`src/rtl/gecko_reg_scoreboard.sv`:
```
// gecko_reg_scoreboard: per-register outstanding-write counters, operand status and issue gating for gecko decode.
// Optional feature macro GECKO_SCOREBOARD_TOTAL_EN adds a registered pending_total output that drives drain completion.
module gecko_reg_scoreboard #(
  parameter int NUM_REGS      = 32,
  parameter int ADDR_WIDTH    = 5,
  parameter int COUNTER_WIDTH = 2,
  parameter int NUM_WB_PORTS  = 2
) (
  input  logic                             clk,
  input  logic                             rst,
  input  logic                             issue_valid,
  output logic                             issue_ready,
  input  logic [ADDR_WIDTH-1:0]            issue_rs1,
  input  logic [ADDR_WIDTH-1:0]            issue_rs2,
  input  logic [ADDR_WIDTH-1:0]            issue_rd,
  input  logic [2:0]                       issue_use,
  input  logic                             issue_bypass,
  input  logic                             issue_ex_res,
  input  logic [NUM_WB_PORTS-1:0]          wb_valid,
  input  logic [NUM_WB_PORTS*ADDR_WIDTH-1:0] wb_addr,
  output logic [1:0]                       rs1_status,
  output logic [1:0]                       rs2_status,
  output logic [1:0]                       rd_status,
  output logic [ADDR_WIDTH-1:0]            ex_saved,
  input  logic                             drain_req,
  output logic                             drain_done,
  output logic                             underflow_err
`ifdef GECKO_SCOREBOARD_TOTAL_EN
  ,
  output logic [ADDR_WIDTH+COUNTER_WIDTH-1:0] pending_total
`endif
);

  typedef enum logic [1:0] {
    ST_VALID   = 2'd0,
    ST_PARTIAL = 2'd1,
    ST_FULL    = 2'd2
  } gecko_reg_status_t;

  typedef enum logic [1:0] {
    RUN   = 2'd0,
    DRAIN = 2'd1,
    DONE  = 2'd2
  } state_t;

  localparam int DW = $clog2(NUM_WB_PORTS + 1);
  localparam int EW = COUNTER_WIDTH + DW + 1;
  localparam int TW = ADDR_WIDTH + COUNTER_WIDTH;
  localparam logic [COUNTER_WIDTH-1:0] CNT_MAX = {COUNTER_WIDTH{1'b1}};

  logic [COUNTER_WIDTH-1:0] cnt_r      [NUM_REGS];
  logic [COUNTER_WIDTH-1:0] cnt_next_s [NUM_REGS];
  state_t                   state_r;
  logic [ADDR_WIDTH-1:0]    ex_saved_r;
  logic                     drain_done_r;
  logic                     underflow_r;
  logic                     uf_any_s;
  logic                     any_pending_s;
  logic                     drain_clear_s;
  logic                     accept_s;
  logic                     rs1_ok_s, rs2_ok_s, rd_ok_s;

  function automatic logic [1:0] status_f(input logic [ADDR_WIDTH-1:0] a,
                                          input logic [COUNTER_WIDTH-1:0] c);
    if (a == '0 || c == '0) begin
      return ST_VALID;
    end else if (c == CNT_MAX) begin
      return ST_FULL;
    end else begin
      return ST_PARTIAL;
    end
  endfunction

  assign rs1_status = status_f(issue_rs1, cnt_r[issue_rs1]);
  assign rs2_status = status_f(issue_rs2, cnt_r[issue_rs2]);
  assign rd_status  = status_f(issue_rd,  cnt_r[issue_rd]);

  // A source held in execute is forwardable only when the instruction allows bypass.
  assign rs1_ok_s = !issue_use[2] || (rs1_status == ST_VALID) ||
                    (issue_bypass && issue_rs1 == ex_saved_r && issue_rs1 != '0);
  assign rs2_ok_s = !issue_use[1] || (rs2_status == ST_VALID) ||
                    (issue_bypass && issue_rs2 == ex_saved_r && issue_rs2 != '0);
  assign rd_ok_s  = !issue_use[0] || (rd_status != ST_FULL) || (issue_rd == '0);

  assign issue_ready   = (state_r == RUN) && rs1_ok_s && rs2_ok_s && rd_ok_s;
  assign accept_s      = issue_valid && issue_ready;
  assign ex_saved      = ex_saved_r;
  assign drain_done    = drain_done_r;
  assign underflow_err = underflow_r;

  // Next-count per register: add the accepted issue, subtract all matching retires, clamp at zero.
  always_comb begin
    logic [EW-1:0] sum_v;
    logic [EW-1:0] dec_v;
    uf_any_s      = 1'b0;
    any_pending_s = 1'b0;
    for (int r = 0; r < NUM_REGS; r++) begin
      sum_v = EW'(cnt_r[r]) +
              ((accept_s && issue_use[0] && issue_rd == ADDR_WIDTH'(r)) ? EW'(1) : EW'(0));
      dec_v = '0;
      for (int p = 0; p < NUM_WB_PORTS; p++) begin
        dec_v = dec_v + ((wb_valid[p] && wb_addr[p*ADDR_WIDTH +: ADDR_WIDTH] == ADDR_WIDTH'(r))
                         ? EW'(1) : EW'(0));
      end
      any_pending_s = any_pending_s | (cnt_r[r] != '0);
      if (r == 0) begin
        cnt_next_s[r] = '0;
      end else if (dec_v > sum_v) begin
        cnt_next_s[r] = '0;
        uf_any_s      = 1'b1;
      end else begin
        cnt_next_s[r] = COUNTER_WIDTH'(sum_v - dec_v);
      end
    end
  end

`ifdef GECKO_SCOREBOARD_TOTAL_EN
  logic [TW-1:0] total_r;
  logic [TW-1:0] total_next_s;

  // Sum of next counts so the registered total tracks the counter array exactly.
  always_comb begin
    total_next_s = '0;
    for (int r = 0; r < NUM_REGS; r++) begin
      total_next_s = total_next_s + TW'(cnt_next_s[r]);
    end
  end

  // Registered pending-write total.
  always_ff @(posedge clk or posedge rst) begin
    if (rst) begin
      total_r <= '0;
    end else begin
      total_r <= total_next_s;
    end
  end

  assign pending_total = total_r;
  assign drain_clear_s = (total_r == '0);
`else
  assign drain_clear_s = !any_pending_s;
`endif

  // Counter array state.
  always_ff @(posedge clk or posedge rst) begin
    if (rst) begin
      for (int r = 0; r < NUM_REGS; r++) begin
        cnt_r[r] <= '0;
      end
    end else begin
      for (int r = 0; r < NUM_REGS; r++) begin
        cnt_r[r] <= cnt_next_s[r];
      end
    end
  end

  // Drain FSM, execute-forwarding register and sticky underflow flag.
  always_ff @(posedge clk or posedge rst) begin
    if (rst) begin
      state_r      <= RUN;
      ex_saved_r   <= '0;
      drain_done_r <= 1'b0;
      underflow_r  <= 1'b0;
    end else begin
      underflow_r  <= underflow_r | uf_any_s;
      drain_done_r <= 1'b0;
      case (state_r)
        RUN: begin
          if (drain_req) begin
            state_r <= DRAIN;
          end
          if (accept_s && issue_use[0]) begin
            if (issue_ex_res) begin
              ex_saved_r <= issue_rd;
            end else if (issue_rd == ex_saved_r) begin
              ex_saved_r <= '0;
            end
          end
        end
        DRAIN: begin
          if (drain_clear_s) begin
            state_r      <= DONE;
            drain_done_r <= 1'b1;
          end
        end
        DONE: begin
          ex_saved_r <= '0;
          state_r    <= RUN;
        end
        default: state_r <= RUN;
      endcase
    end
  end

endmodule
```
`config.mk`:
```
export PLATFORM = sky130hd
export DESIGN_NAME = gecko_reg_scoreboard
export DESIGN_NICKNAME = d
export VERILOG_FILES = /design/src/rtl/gecko_reg_scoreboard.sv
export SDC_FILE = /design/constraint.sdc
export NUM_CORES = 1
export LEC_CHECK = 0
export BUFFER_PORTS_ARGS = -buffer_cell sky130_fd_sc_hd__buf_2
export CORE_AREA = 2 2 142 130
export DETAILED_ROUTE_END_ITERATION = 8
export DIE_AREA = 0 0 144 132
export PLACE_DENSITY_LB_ADDON = 0.12
export SETUP_SLACK_MARGIN = 0.05
export SYNTH_ARGS = -nofsm -noshare
export SYNTH_HDL_FRONTEND = slang
export SYNTH_SLANG_ARGS = --single-unit
```
`constraint.sdc`:
```
create_clock -name clk -period 12.37 [get_ports clk]
set_input_delay 2.474 -clock clk [delete_from_list [all_inputs] [get_ports clk]]
set_output_delay 2.474 -clock clk [all_outputs]
set_load 0.02 [all_outputs]
```
* Word level (Yosys, flattened, before mapping)
Cells that the tools add are included.
Word-level totals: bits in registers 71, bits of input ports 36, word-level logic and storage cells 640, output and inout port bits 14
Operators by class: equality and inequality tests 106, $add $sub $neg 93, reduce and logical (&&, ||, !) cells 159, magnitude comparators 34, mux-type cells 179, bitwise operators 34
Operators with widths (number):
- $eq 5x5->1 const B | 48
- $mux 1 | 126
- $eq 5x4->1 const B | 24
- $logic_and 1x1->1 | 102
- $add 2x1->3 | 31
- $gt 2x3->1 | 31
- $mux 2 | 45
- $reduce_bool 2->1 | 32
- $add 1x1->2 | 31
- $sub 2x2->2 | 31
- $eq 5x3->1 const B | 12
- $or 1x1->1 | 31
- $bmux 2 s5 | 3
- $eq 5x2->1 const B | 6
- $ge 6x6->1 const B | 3
- $not 5->6 | 3
- $eq 5x1->1 const B | 3
- $eq 5x5->1 | 3
- $logic_not 5->1 | 3
- $mux 5 | 3
- $logic_not 2->1 | 6
- $pmux 5 s2 | 1
- $reduce_bool 5->1 | 2
- $logic_or 1x1->1 | 9
- 9 further kinds | 16

* Longest topological paths before layout
Gate-level depths: netlist of the first run.
depth after elaboration 51, gate-level depth with buffers 20, mapped depth without buffers 17

* Worst setup path after synthesis of the first run
OpenSTA, ideal clock, no wires.
path type in2out, start point input issue_rs1[0], end point output issue_ready, buffers on the path 1, slack 5.246 ns, arrival time 4.650 ns, stages 8, data required time 9.896 ns, cells stage by stage buf_2 > mux2_2 > a221o_1 > o221ai_1 > a21oi_1 > o211a_1 > or4_1 > a21oi_1
Between the ends: cells in the longest elaborated chain, start to end 13, elaborated cells on any way between the ends 20, classes of those cells eq/ne: 2; mux: 5; bitwise: 1; reduce/logical: 12
Ends and longest elaborated chain:
- start: declaration | RTL line 13 | input logic [ADDR_WIDTH-1:0] issue_rs1,
- $not 5->6 (not written as such) | RTL line 74 | assign rs1_status = status_f(issue_rs1, cnt_r[issue_rs1]);
- $bmux 2 s5 | RTL line 74
- $mux 2 (not written as such) (2 in series) | RTL line 74
- $eq 2x2->1 or $logic_not 2->1 (tied branches) | RTL line 67, 65
- $mux 2 or $logic_or 1x1->1 (tied branches) | RTL line 67, 65
- $mux 2 | RTL line 65 | if (a == '0 || c == '0) begin
- $logic_not 2->1 | RTL line 79 | assign rs1_ok_s = !issue_use[2] || (rs1_status == ST_VALID) ||
- $logic_or 1x1->1 | RTL line 79
- $logic_or 1x1->1 (*) | RTL line 79
- $logic_and 1x1->1 (*) (3 in series) | RTL line 85 | assign issue_ready = (state_r == RUN) && rs1_ok_s && rs2_ok_s && rd_ok_s;
- end: declaration | RTL line 12 | output logic issue_ready,
Mark *: on every way between the ends. The rest lies on a longest branch, timed or not. The select of a mux whose other input is x is not followed.

* Final worst setup path of the first run
start point input issue_rs2[0], end point register underflow_r (netlist: underflow_err)
Between the ends: cells in the longest elaborated chain, start to end 50, elaborated cells on any way between the ends 177, classes of those cells add/sub: 31; order compare: 31; eq/ne: 2; mux: 67; bitwise: 2; reduce/logical: 44
Ends and longest elaborated chain:
- start: declaration | RTL line 14 | input logic [ADDR_WIDTH-1:0] issue_rs2,
- $not 5->6 (not written as such) | RTL line 75 | assign rs2_status = status_f(issue_rs2, cnt_r[issue_rs2]);
- $bmux 2 s5 | RTL line 75
- $mux 2 (not written as such) (2 in series) | RTL line 75
- $eq 2x2->1 or $logic_not 2->1 (tied branches) | RTL line 67, 65
- $mux 2 or $logic_or 1x1->1 (tied branches) | RTL line 67, 65
- $mux 2 | RTL line 65
- $logic_not 2->1 | RTL line 81 | assign rs2_ok_s = !issue_use[1] || (rs2_status == ST_VALID) ||
- $logic_or 1x1->1 | RTL line 81
- (+4 left out)
- $logic_and 1x1->1 (*) | RTL line 99 | ((accept_s && issue_use[0] && issue_rd == ADDR_WIDTH'(r)) ? EW'(1) : EW'(0));
- $logic_and 1x1->1 | RTL line 99
- $mux 1 | RTL line 99
- $add 2x1->3 | RTL line 98 | sum_v = EW'(cnt_r[r]) +
- $gt 2x3->1 | RTL line 108 | end else if (dec_v > sum_v) begin
- $mux 1 (30 in series) | RTL line 108
- $mux 1 (*) | RTL line 108
- $or 1x1->1 (*) | RTL line 165 | underflow_r <= underflow_r | uf_any_s;
- end signal: assignment | RTL line 165
- end: declaration | RTL line 56 | logic underflow_r;
Marks and branches as above. A chain may end at the register's enable or synchronous reset.

==> impl_metrics.toml, run 1 <==
[logic_synthesis]
synthArstFlopShare_pct = 100
synth.avg_cell_area_um2 = 8.59
synth_seq_cells = 71
ys_seq_area_share_pct = 20.6
synth_cell_types = 56
synth_cells = 1003
synth-edff-count = 0
synth_area_mm2 = 0.00861
synthFlopType = "dfrtp_1"
yosysWarnings = 0
syn-num-nets = 1225

[cts]
cts.sinks = 71
cts_tree = "done"
cts_setup_buffers = 0
postCtsHoldBufs = 0
cts_resized = 0
clk_latency_ns = 0.35
clock_path_buffers = 2
clk_pin_slew_ns = 0.06
cts_root_buf = "clkbuf_16"
htree_levels = 3
cts-buffers-inserted = 9

[drt]
route.detailed.drc = 0
ant_nets = 0
wl_per_cell_um = 20.0
drt_iter0_markers = 677
avgViaCountPerCell = 5.79
finalWirelength_um = 25600
dr.pass1.iters = 4
vias = 7402

[power]
switching_share_pct = 43.5
internal-power_mw = 0.641
seq_power_share_pct = 33.0
ir_drop_uv = 73.1
clkPwrFrac_pct = 23.7
leakage_nw = 4.53
combPwrFrac_pct = 43.3
p_sw_mw = 0.494
design_power_total_mw = 1.13
cellPowerDensity_mw_per_mm2 = 122

[worst_setup_path]
cp-end-kind = "register"
rr_worst_depth = 17
cp.arrival_ns = 8.27
start_kind = "input pin"
worstPathRequired_ns = 12.59
rrSetupSlack_ns = 6.53
critical_path_class = "input pin to register"
cp_max_fo = 20
worstPathCellList = "buf_2 -> mux4_2 -> a22o_1 -> or3_1 -> a31oi_1 -> a21oi_1 -> nor4_2 -> nand3_1 -> nor2_1 -> ha_1 -> ha_1 -> inv_1 -> ha_1 -> a21oi_1 -> a211oi_1 -> a21oi_1 -> nand4_1 -> or4_1"
cpMaxStageDelayCell = "nor4_2"
worstReg2RegEnd = "underflow_err$_DFF_PP0_"
regToRegStartpoint = "cnt_r[18]$_DFF_PP0_"
critPathMaxStageDelay_ns = 1.01

[grt]
grt_max_degree = 65
antenna_found_initial = 0
grt-ovfl-total = 0
grtUsageTotal_pct = 27.8
first_global_vias = 7061
grt_pass1_wl_um = 40200

[floorplan]
num_io_pins = 50
die_w_um = 144
die_h_um = 132
initial_core_util_pct = 49.4
core_mm2 = 0.0174
dieArea_mm2 = 0.0190
rows = 46

[sta]
hold_violations = 0
timing.final.crit_share_pct = 65.1
maxSlewHeadroom_pct = 20.5
tightestPinTransition_ns = 1.18
slew_viol_final = 0
rsz0062_at_grt = "no"
finClkSkew_ns = 0.00629
tns_ns = 0
hold_ws_ns = 0.534
setup_viol_count_final = 0
timing.fmax_mhz = 124
period_needed_ns = 8.05

[run]
cap_violations = 0

[worst_hold_path]
min_to = "state_r[0]$_DFFE_PP0P_"
min_path_cells = 1
min-delay-start = "state_r[1]$_DFFE_PP0P_"
holdCritPathClass = "register to register"

[place]
io_buffers = 49
routabilityCongestion = 0.930
hpwl_um = 20600

[finish]
diodes = 0
final_core_util_pct = 53.5
fin_nets = 1255
syn2layout_area_growth_pct = 8.30
layout-drive-gt1-share_pct = 10.8

[outcome]
outcome = "completed"
==> layout make-up <==
class,instances,area [um^2]
repair buffers,51,260
fillers,1689,8110
clock buffers,9,225
inverters,131,492
clock inverters,7,73.8
multi-input cells,769,6200
flip-flops and latches,71,1780
well taps,240,300
==> flip-flops by register name, summed over array words and instances, names as in the netlist <==
name	count
cnt_r	62
state_r	2
ex_saved	5
underflow_err	1
drain_done	1
==> power groups by stage <==
| stage | clock (mW) | sequential [mW] | combinational (mW) |
|---|---|---|---|
| after global routing | 0.283 | 0.377 | 0.553 |
| after detailed placement | 0 | 0.373 | 0.487 |
| after global placement | 0 | 0.372 | 0.484 |
| final | 0.269 | 0.374 | 0.492 |
| after floorplan | 0 | 0.323 | 0.374 |
| after CTS | 0.274 | 0.369 | 0.490 |
==> critical path, delay by kind of cell <==
kind	cells	cell delay (ns)
and+or+nand+nor	6	2.64
buffers and inverters	2	0.53
muxes	1	0.58
AOI/OAI and AO/OA	6	1.33
adders and majority gates	3	0.69
==> worst max-delay path by stage <==
stage / from / endpoint / slack (ns) / cells past startpoint
global route: issue_rs2[0] / underflow_err$_DFF_PP0_ / 3.92 / 18
detailed placement: issue_rs2[0] / underflow_err$_DFF_PP0_ / 3.99 / 18
CTS: issue_rs2[0] / underflow_err$_DFF_PP0_ / 4.29 / 18
floorplan: issue_rs1[0] / issue_ready / 5.25 / 8
finish: issue_rs2[0] / underflow_err$_DFF_PP0_ / 4.32 / 18
global placement: issue_rs2[0] / underflow_err$_DFF_PP0_ / 4.11 / 18
==> per-stage QoR <==
| step | instances | cell area, um^2 | setup slack, ns |
|---|---|---|---|
| floorplan | 1003 | 8610 | 5.25 |
| global placement | 1262 | 9030 | 4.11 |
| detailed placement | 1262 | 9030 | 3.99 |
| CTS | 1278 | 9330 | 4.29 |
| global route | 1278 | 9330 | 3.92 |
| finish | 1278 | 9330 | 4.32 |
==> logic make-up after synthesis <==
family / after synthesis / share of synthesized area, %
muxes: 69 / 11.7
adders and majority gates: 186 / 27.0
xor gates and xnor gates: 45 / 4.58
and+or+nand+nor: 326 / 17.7
buffers and inverters: 163 / 7.39
DFF: 71 / 20.6
AOI/OAI and AO/OA: 143 / 11.0
==> synthesized netlist by cell type (all sizes together), types with 4 or more instances <==
cell type  count  share of area (%)
a211oi         6               0.52
xor2          36                3.7
or2            4               0.29
buf           15               0.94
and2           4               0.29
inv          131                5.7
a221o          4               0.46
xnor2          9               0.92
or3            4               0.29
clkbuf        17               0.74
nand2         43                1.9
dfrtp         71                 21
o31ai          4               0.35
a221oi         8               0.81
o21ai          4               0.28
nor2b         13               0.94
nor2         163                7.1
a32o           4               0.46
a2111oi        4               0.41
mux2i         35                4.1
ha           186                 27
nand4         12               0.87
nor4          21                1.6
mux4          24                6.3
nand4b         4               0.41
nand2b        18                1.3
a21oi         66                3.8
mux2          10                1.3
a22oi         26                2.3
nand3         12               0.70
nor3          17               0.99
==> layout by cell type, fill, tap and decap left out, types with 10 or more instances in the layout <==
| cell type | instances |
|---|---|
| dfrtp_1 | 71 |
| ha_1 | 186 |
| nor4_1 | 20 |
| nand3_1 | 12 |
| inv_1 | 130 |
| a22oi_1 | 26 |
| mux4_2 | 24 |
| a21oi_1 | 66 |
| nor2_1 | 163 |
| mux2i_1 | 35 |
| nand2_1 | 43 |
| nor3_1 | 17 |
| nand2b_1 | 18 |
| nor2b_1 | 13 |
| buf_2 | 49 |
| mux2_2 | 10 |
| xor2_1 | 36 |
| nand4_1 | 12 |
==> layer usage <==
| layer | GRT usage [%] | up-vias | routed length, um |
|---|---|---|---|
| met5 | 0 | - | 0 |
| met4 | 6.59 | 0 | 507 |
| met3 | 6.14 | 32 | 2010 |
| met2 | 43.4 | 282 | 11400 |
| met1 | 39.3 | 3504 | 11700 |
| li1 | - | 3584 | - |
No activity file was read; power rests on OpenSTA's default activity.
==> run 2: changes to the inputs <==
- ABC_AREA: default -> 1
- CORE_AREA: 2 2 142 130 -> 2 2 146 134
- DIE_AREA: 0 0 144 132 -> 0 0 148 136
- clock period: 12.37 -> 7.53 ns (I/O delays scaled with it)
==> run 2 against run 1 <==
Global-route usage up 3.1 points. Utilization is 0.97 points lower. Combinational power rose by 110%. Worst hold slack got worse by 0.0078 ns. Cell area grew 5.5%. Setup slack lost 3.1 ns. Final cell count grew 35%. Sequential power is 70% higher. First-iteration DRC count grew 11%. Critical path type unchanged. Critical endpoint unchanged. Largest cell class unchanged.
==> impl_metrics.toml, run 2 <==
[cts]
cts-buffers-inserted = 9
cts_setup_buffers = 0
clock_path_buffers = 2
cts_tree = "done"
clk_latency_ns = 0.35
cts_root_buf = "clkbuf_16"
postCtsHoldBufs = 0
clk_pin_slew_ns = 0.06
cts_resized = 0
cts.sinks = 71
htree_levels = 3

[finish]
final_cell_area_mm2 = 0.00984
fin_nets = 1689
final_common_cell = "nand2_1"
final_cell_mix = "389 x nand2_1, 266 x inv_1, 219 x nor2_1, 186 x ha_1, 85 x nand3_1"
layout-drive-gt1-share_pct = 5.57
syn2layout_area_growth_pct = 7.45
largest_register_ffs = 62
regMostFlops = "cnt_r"
diodes = 0

[worst_setup_path]
critical_path_class = "input pin to register"
worstPathRequired_ns = 7.71
worstPathCellList = "buf_2 -> clkinv_1 -> nand2_1 -> nand3_1 -> nand3_1 -> nand3_1 -> nand3_1 -> nand2_1 -> nand2_1 -> nand2_1 -> nand2_1 -> nor2_4 -> nand3_2 -> nor2_1 -> ha_1 -> ha_1 -> inv_1 -> ha_1 -> a21oi_1 -> nor2_1 -> nand2_1 -> nand4_1 -> nor4_1 -> nand3_1"
crit_top_cell = "nand2_1"
critPathMaxStageDelay_ns = 0.81
start_kind = "input pin"
cp-end-kind = "register"
cp.arrival_ns = 6.52
cp_max_fo = 38
cpMaxStageDelayCell = "clkinv_1"

[sta]
worst_slack_ns = 1.20
setup_viol_count_final = 0
maxSlewHeadroom_pct = 36.6
rsz0062_at_grt = "no"
tns_ns = 0
timing.final.crit_share_pct = 84.1
tightestPinTransition_ns = 0.939
period_needed_ns = 6.33
finClkSkew_ns = 0.00590
hold_ws_ns = 0.526
hold_violations = 0
timing.fmax_mhz = 158
slew_viol_final = 0

[place]
dp_slack_ns = 0.946
io_buffers = 49
routabilityCongestion = 0.950
hpwl_um = 24400
placed_cell_area_mm2 = 0.00957

[drt]
drt_iter0_markers = 754
ant_nets = 0
finalWirelength_um = 30000
route.detailed.drc = 0
vias = 9127
dr.pass1.iters = 6
wl_per_cell_um = 17.5
avgViaCountPerCell = 5.30

[grt]
grt_pass1_wl_um = 47600
grt-ovfl-total = 0
grt_max_degree = 64
antenna_found_initial = 0
first_global_vias = 8569
grtUsageTotal_pct = 30.9

[logic_synthesis]
synth-edff-count = 0
yosysTopAreaCell = "ha_1"
yosys-top-cells-area = "ha_1 25%, dfrtp_1 19%, nand2_1 16%, inv_1 11%, nor2_1 9.0%"
synth_cells = 1430
yosysWarnings = 0
syn-num-nets = 1652
yosysMostFrequentCell = "nand2_1"
ys_seq_area_share_pct = 19.4
synth_top_cells_by_count = "389 x nand2_1, 267 x inv_1, 219 x nor2_1"
synthFlopType = "dfrtp_1"
synth.avg_cell_area_um2 = 6.40
synth_seq_cells = 71
synthArstFlopShare_pct = 100
synth_area_mm2 = 0.00916
synth_cell_types = 32
synth.top_cell.area_share_pct = 25.4

[power]
p_sw_mw = 0.986
ir_drop_uv = 140
seq_power_share_pct = 31.0
internal-power_mw = 1.06
clkPwrFrac_pct = 19.7
design_power_total_mw = 2.05
leakage_nw = 5.58
switching_share_pct = 48.1
cellPowerDensity_mw_per_mm2 = 208
combPwrFrac_pct = 49.3

[floorplan]
die_h_um = 136
core_mm2 = 0.0187
num_io_pins = 50
dieArea_mm2 = 0.0201
die_w_um = 148
initial_core_util_pct = 48.9
rows = 48

[run]
cap_violations = 0

[worst_hold_path]
holdCritPathClass = "register to register"

[outcome]
outcome = "completed"
run 2: logic make-up after synthesis:
| logic type | count (synthesis) | share of synthesized area [%] |
|---|---|---|
| adders and majority gates | 186 | 25.4 |
| and+or+nand+nor | 745 | 33.2 |
| buffers and inverters | 301 | 13.1 |
| DFF | 71 | 19.4 |
| xor gates and xnor gates | 35 | 3.35 |
| AOI/OAI and AO/OA | 92 | 5.59 |
run 2: final timing paths:
check	from	to	slack [ns]	depth (start not counted)
setup / recovery	issue_rs2[0]	underflow_err$_DFF_PP0_	1.20	24
hold / removal	underflow_err$_DFF_PP0_	underflow_err$_DFF_PP0_	0.53	2
setup reg to reg	cnt_r[55]$_DFF_PP0_	underflow_err$_DFF_PP0_	2.87	25
hold reg to reg	underflow_err$_DFF_PP0_	underflow_err$_DFF_PP0_	0.53	2
max in group asynchronous	rst	cnt_r[28]$_DFF_PP0_	5.31	3
min in group asynchronous	rst	cnt_r[37]$_DFF_PP0_	1.05	2
run 2: cell type report:
class | count | area (um^2)
Clock buffer | 11 | 243
Clock inverter | 4 | 22.5
Fill cell | 1961 | 8900
Inverter | 275 | 1030
Multi-Input combinational cell | 1058 | 6180
Sequential cell | 71 | 1780
Tap cell | 250 | 313
Timing Repair Buffer | 52 | 268
run 2: power groups by stage:
stage                     clock network, mW  logic, mW  registers (mW)
after floorplan                           0      0.729           0.564
after global routing                  0.424       1.14           0.641
after detailed placement                  0      0.992           0.636
final                                 0.404       1.01           0.636
after CTS                             0.410      0.998           0.629
after global placement                    0      0.982           0.636
run 2: metrics by stage:
stage / cells / utilization [%]
after CTS: 1721 / 52.5
after global routing: 1721 / 52.5
after detailed placement: 1706 / 51.1
final: 1721 / 52.5
after global placement: 1706 / 51.1
after floorplan: 1430 / -
run 2: critical path: cells and delay by family:
kind / cells / cell delay, ns
and+or+nand+nor: 17 / 2.73
AOI/OAI and AO/OA: 1 / 0.16
buffers and inverters: 3 / 1.37
adders and majority gates: 3 / 0.76
run 2: per-layer routing:
layer	GRT usage, %	vias to the layer above	wire length [um]
met2	48.5	371	13000
met5	0	-	0
li1	-	4516	-
met3	5.10	64	2380
met4	10.9	0	930
met1	43.1	4176	13800
==> run 3: changes to the inputs <==
- clock period: 7.53 -> 5.3 ns (I/O delays scaled with it)
==> run 3 against run 2 <==
Final cell count rose by 0.93%. First-iteration DRC count is 0.53% higher. Sequential share of layout area fell by 0.32 points. Sequential power rose by 43%. Clock power up 62%. Global-route usage rose by 0.59 points. Non-clock buffer count is 15 higher. Critical path depth up 4. Cell area up 1.8%. Setup slack worse by 0.67 ns. Register-to-register slack worse by 1.8 ns. Critical path type unchanged.
==> impl_metrics.toml, run 3 (synthesis results as in run 2) <==
[drt]
dr.pass1.iters = 6
ant_nets = 0
avgViaCountPerCell = 5.31
route.detailed.drc = 0
wl_per_cell_um = 17.7
finalWirelength_um = 30700
vias = 9231
drt_iter0_markers = 758

[sta]
slew_viol_final = 0
tns_ns = 0
setup_viol_count_final = 0
hold_violations = 0
period_needed_ns = 4.78
maxSlewHeadroom_pct = 38.6
rsz0062_at_grt = "no"
hold_ws_ns = 0.560
tightestPinTransition_ns = 0.908
worst_slack_ns = 0.525
finClkSkew_ns = 0.00806
timing.final.crit_share_pct = 90.1
timing.fmax_mhz = 209

[worst_setup_path]
critical_path_class = "input pin to register"
rr_worst_depth = 22
cp.arrival_ns = 4.99
rrSetupSlack_ns = 1.11
cp-end-kind = "register"
cp_max_fo = 20
worstPathRequired_ns = 5.51
regToRegStartpoint = "cnt_r[31]$_DFF_PP0_"
crit_start = "issue_rs1[0]"
start_kind = "input pin"
worstReg2RegEnd = "underflow_err$_DFF_PP0_"

[grt]
antenna_found_initial = 0
first_global_vias = 8632
grt_pass1_wl_um = 48300
grt_max_degree = 57
grtUsageTotal_pct = 31.5
grt-ovfl-total = 0

[power]
cellPowerDensity_mw_per_mm2 = 300
ir_drop_uv = 167
leakage_nw = 5.67

[worst_hold_path]
min_path_cells = 2
min_to = "ex_saved[2]$_DFFE_PP0P_"
holdCritPathClass = "register to register"
min-delay-start = "ex_saved[2]$_DFFE_PP0P_"

[cts]
cts.sinks = 71
clk_latency_ns = 0.35
htree_levels = 3
cts_root_buf = "clkbuf_16"
cts_setup_buffers = 0
cts_resized = 0
clk_pin_slew_ns = 0.07
clock_path_buffers = 2
cts_tree = "done"
cts-buffers-inserted = 9
postCtsHoldBufs = 0

[floorplan]
dieArea_mm2 = 0.0201
rows = 48
die_w_um = 148
initial_core_util_pct = 48.9
die_h_um = 136
num_io_pins = 50
core_mm2 = 0.0187

[place]
placed_cell_area_mm2 = 0.00971
routabilityCongestion = 1.00
dp_slack_ns = 0.251
hpwl_um = 25300
io_buffers = 49

[finish]
layout-drive-gt1-share_pct = 6.66
final_common_cell = "nand2_1"
final_core_util_pct = 53.5
regMostFlops = "cnt_r"
diodes = 0
nFillCells = 1997
syn2layout_area_growth_pct = 9.40
largest_register_ffs = 62
final_cell_area_mm2 = 0.0100
fin_nets = 1704
final_cell_mix = "389 x nand2_1, 266 x inv_1, 219 x nor2_1, 186 x ha_1, 85 x nand3_1"

[run]
cap_violations = 0

[outcome]
outcome = "completed"
## run 3: per-stage QoR
step | cells | total power, mW
3_3_place_gp | 1721 | 2.32
6_report | 1737 | 3.01
3_5_place_dp | 1721 | 2.33
5_1_grt | 1737 | 3.25
2_1_floorplan | 1430 | 1.84
4_1_cts | 1737 | 2.99
## run 3: critical path: stages
cell     delay (ns)
buf_2          0.22
inv_2          0.23
buf_4          0.19
nand2_1        0.06
nand3_1        0.06
nand2_1        0.05
nand2_1        0.05
nand2_1        0.05
nor2_1         0.10
nand2_1        0.06
nand2_1        0.08
nand2_1        0.07
nand2_1        0.11
nand2_1        0.10
nor2_4         0.17
nand3_2        0.27
buf_4          0.27
nor2_1         0.18
ha_1           0.18
ha_1           0.22
inv_1          0.05
ha_1           0.25
a21oi_1        0.15
nor2_1         0.07
nand2_1        0.08
nand2_1        0.10
nor4_1         0.34
nand3_1        0.14
## run 3: power by group
| part | internal (mW) | switching [mW] | total [mW] |
|---|---|---|---|
| logic | 0.531 | 0.912 | 1.44 |
| registers | 0.663 | 0.246 | 0.910 |
| clock network | 0.380 | 0.274 | 0.655 |
## run 3: worst max-delay path by stage
stage          slack (ns)                 endpoint  depth (start not counted)
2_1_floorplan        1.16  underflow_err$_DFF_PP0_                         25
3_3_place_gp         0.27  underflow_err$_DFF_PP0_                         28
3_5_place_dp         0.25  underflow_err$_DFF_PP0_                         28
4_1_cts              0.58  underflow_err$_DFF_PP0_                         28
5_1_grt              0.31  underflow_err$_DFF_PP0_                         27
6_report             0.52  underflow_err$_DFF_PP0_                         28
## run 3: cell type report
cell class / instances / area [um^2] / area share [%]
Timing Repair Buffer: 67 / 405 / 4.05
Clock buffer: 10 / 239 / 2.39
Tap cell: 250 / 313 / 3.12
Inverter: 275 / 1030 / 10.3
Sequential cell: 71 / 1780 / 17.7
Clock inverter: 6 / 67.6 / 0.674
Multi-Input combinational cell: 1058 / 6180 / 61.7
## run 3: routing by layer
| metal | vias to the layer above | share of wire [%] | wire (um) | global-route usage [%] |
|---|---|---|---|---|
| met3 | 61 | 8.8 | 2690 | 7.55 |
| met2 | 368 | 44 | 13500 | 49.5 |
| li1 | 4559 | - | - | - |
| met1 | 4243 | 45 | 13700 | 42.4 |
| met4 | 0 | 2.9 | 886 | 11.1 |
| met5 | - | 0 | 0 | 0 |
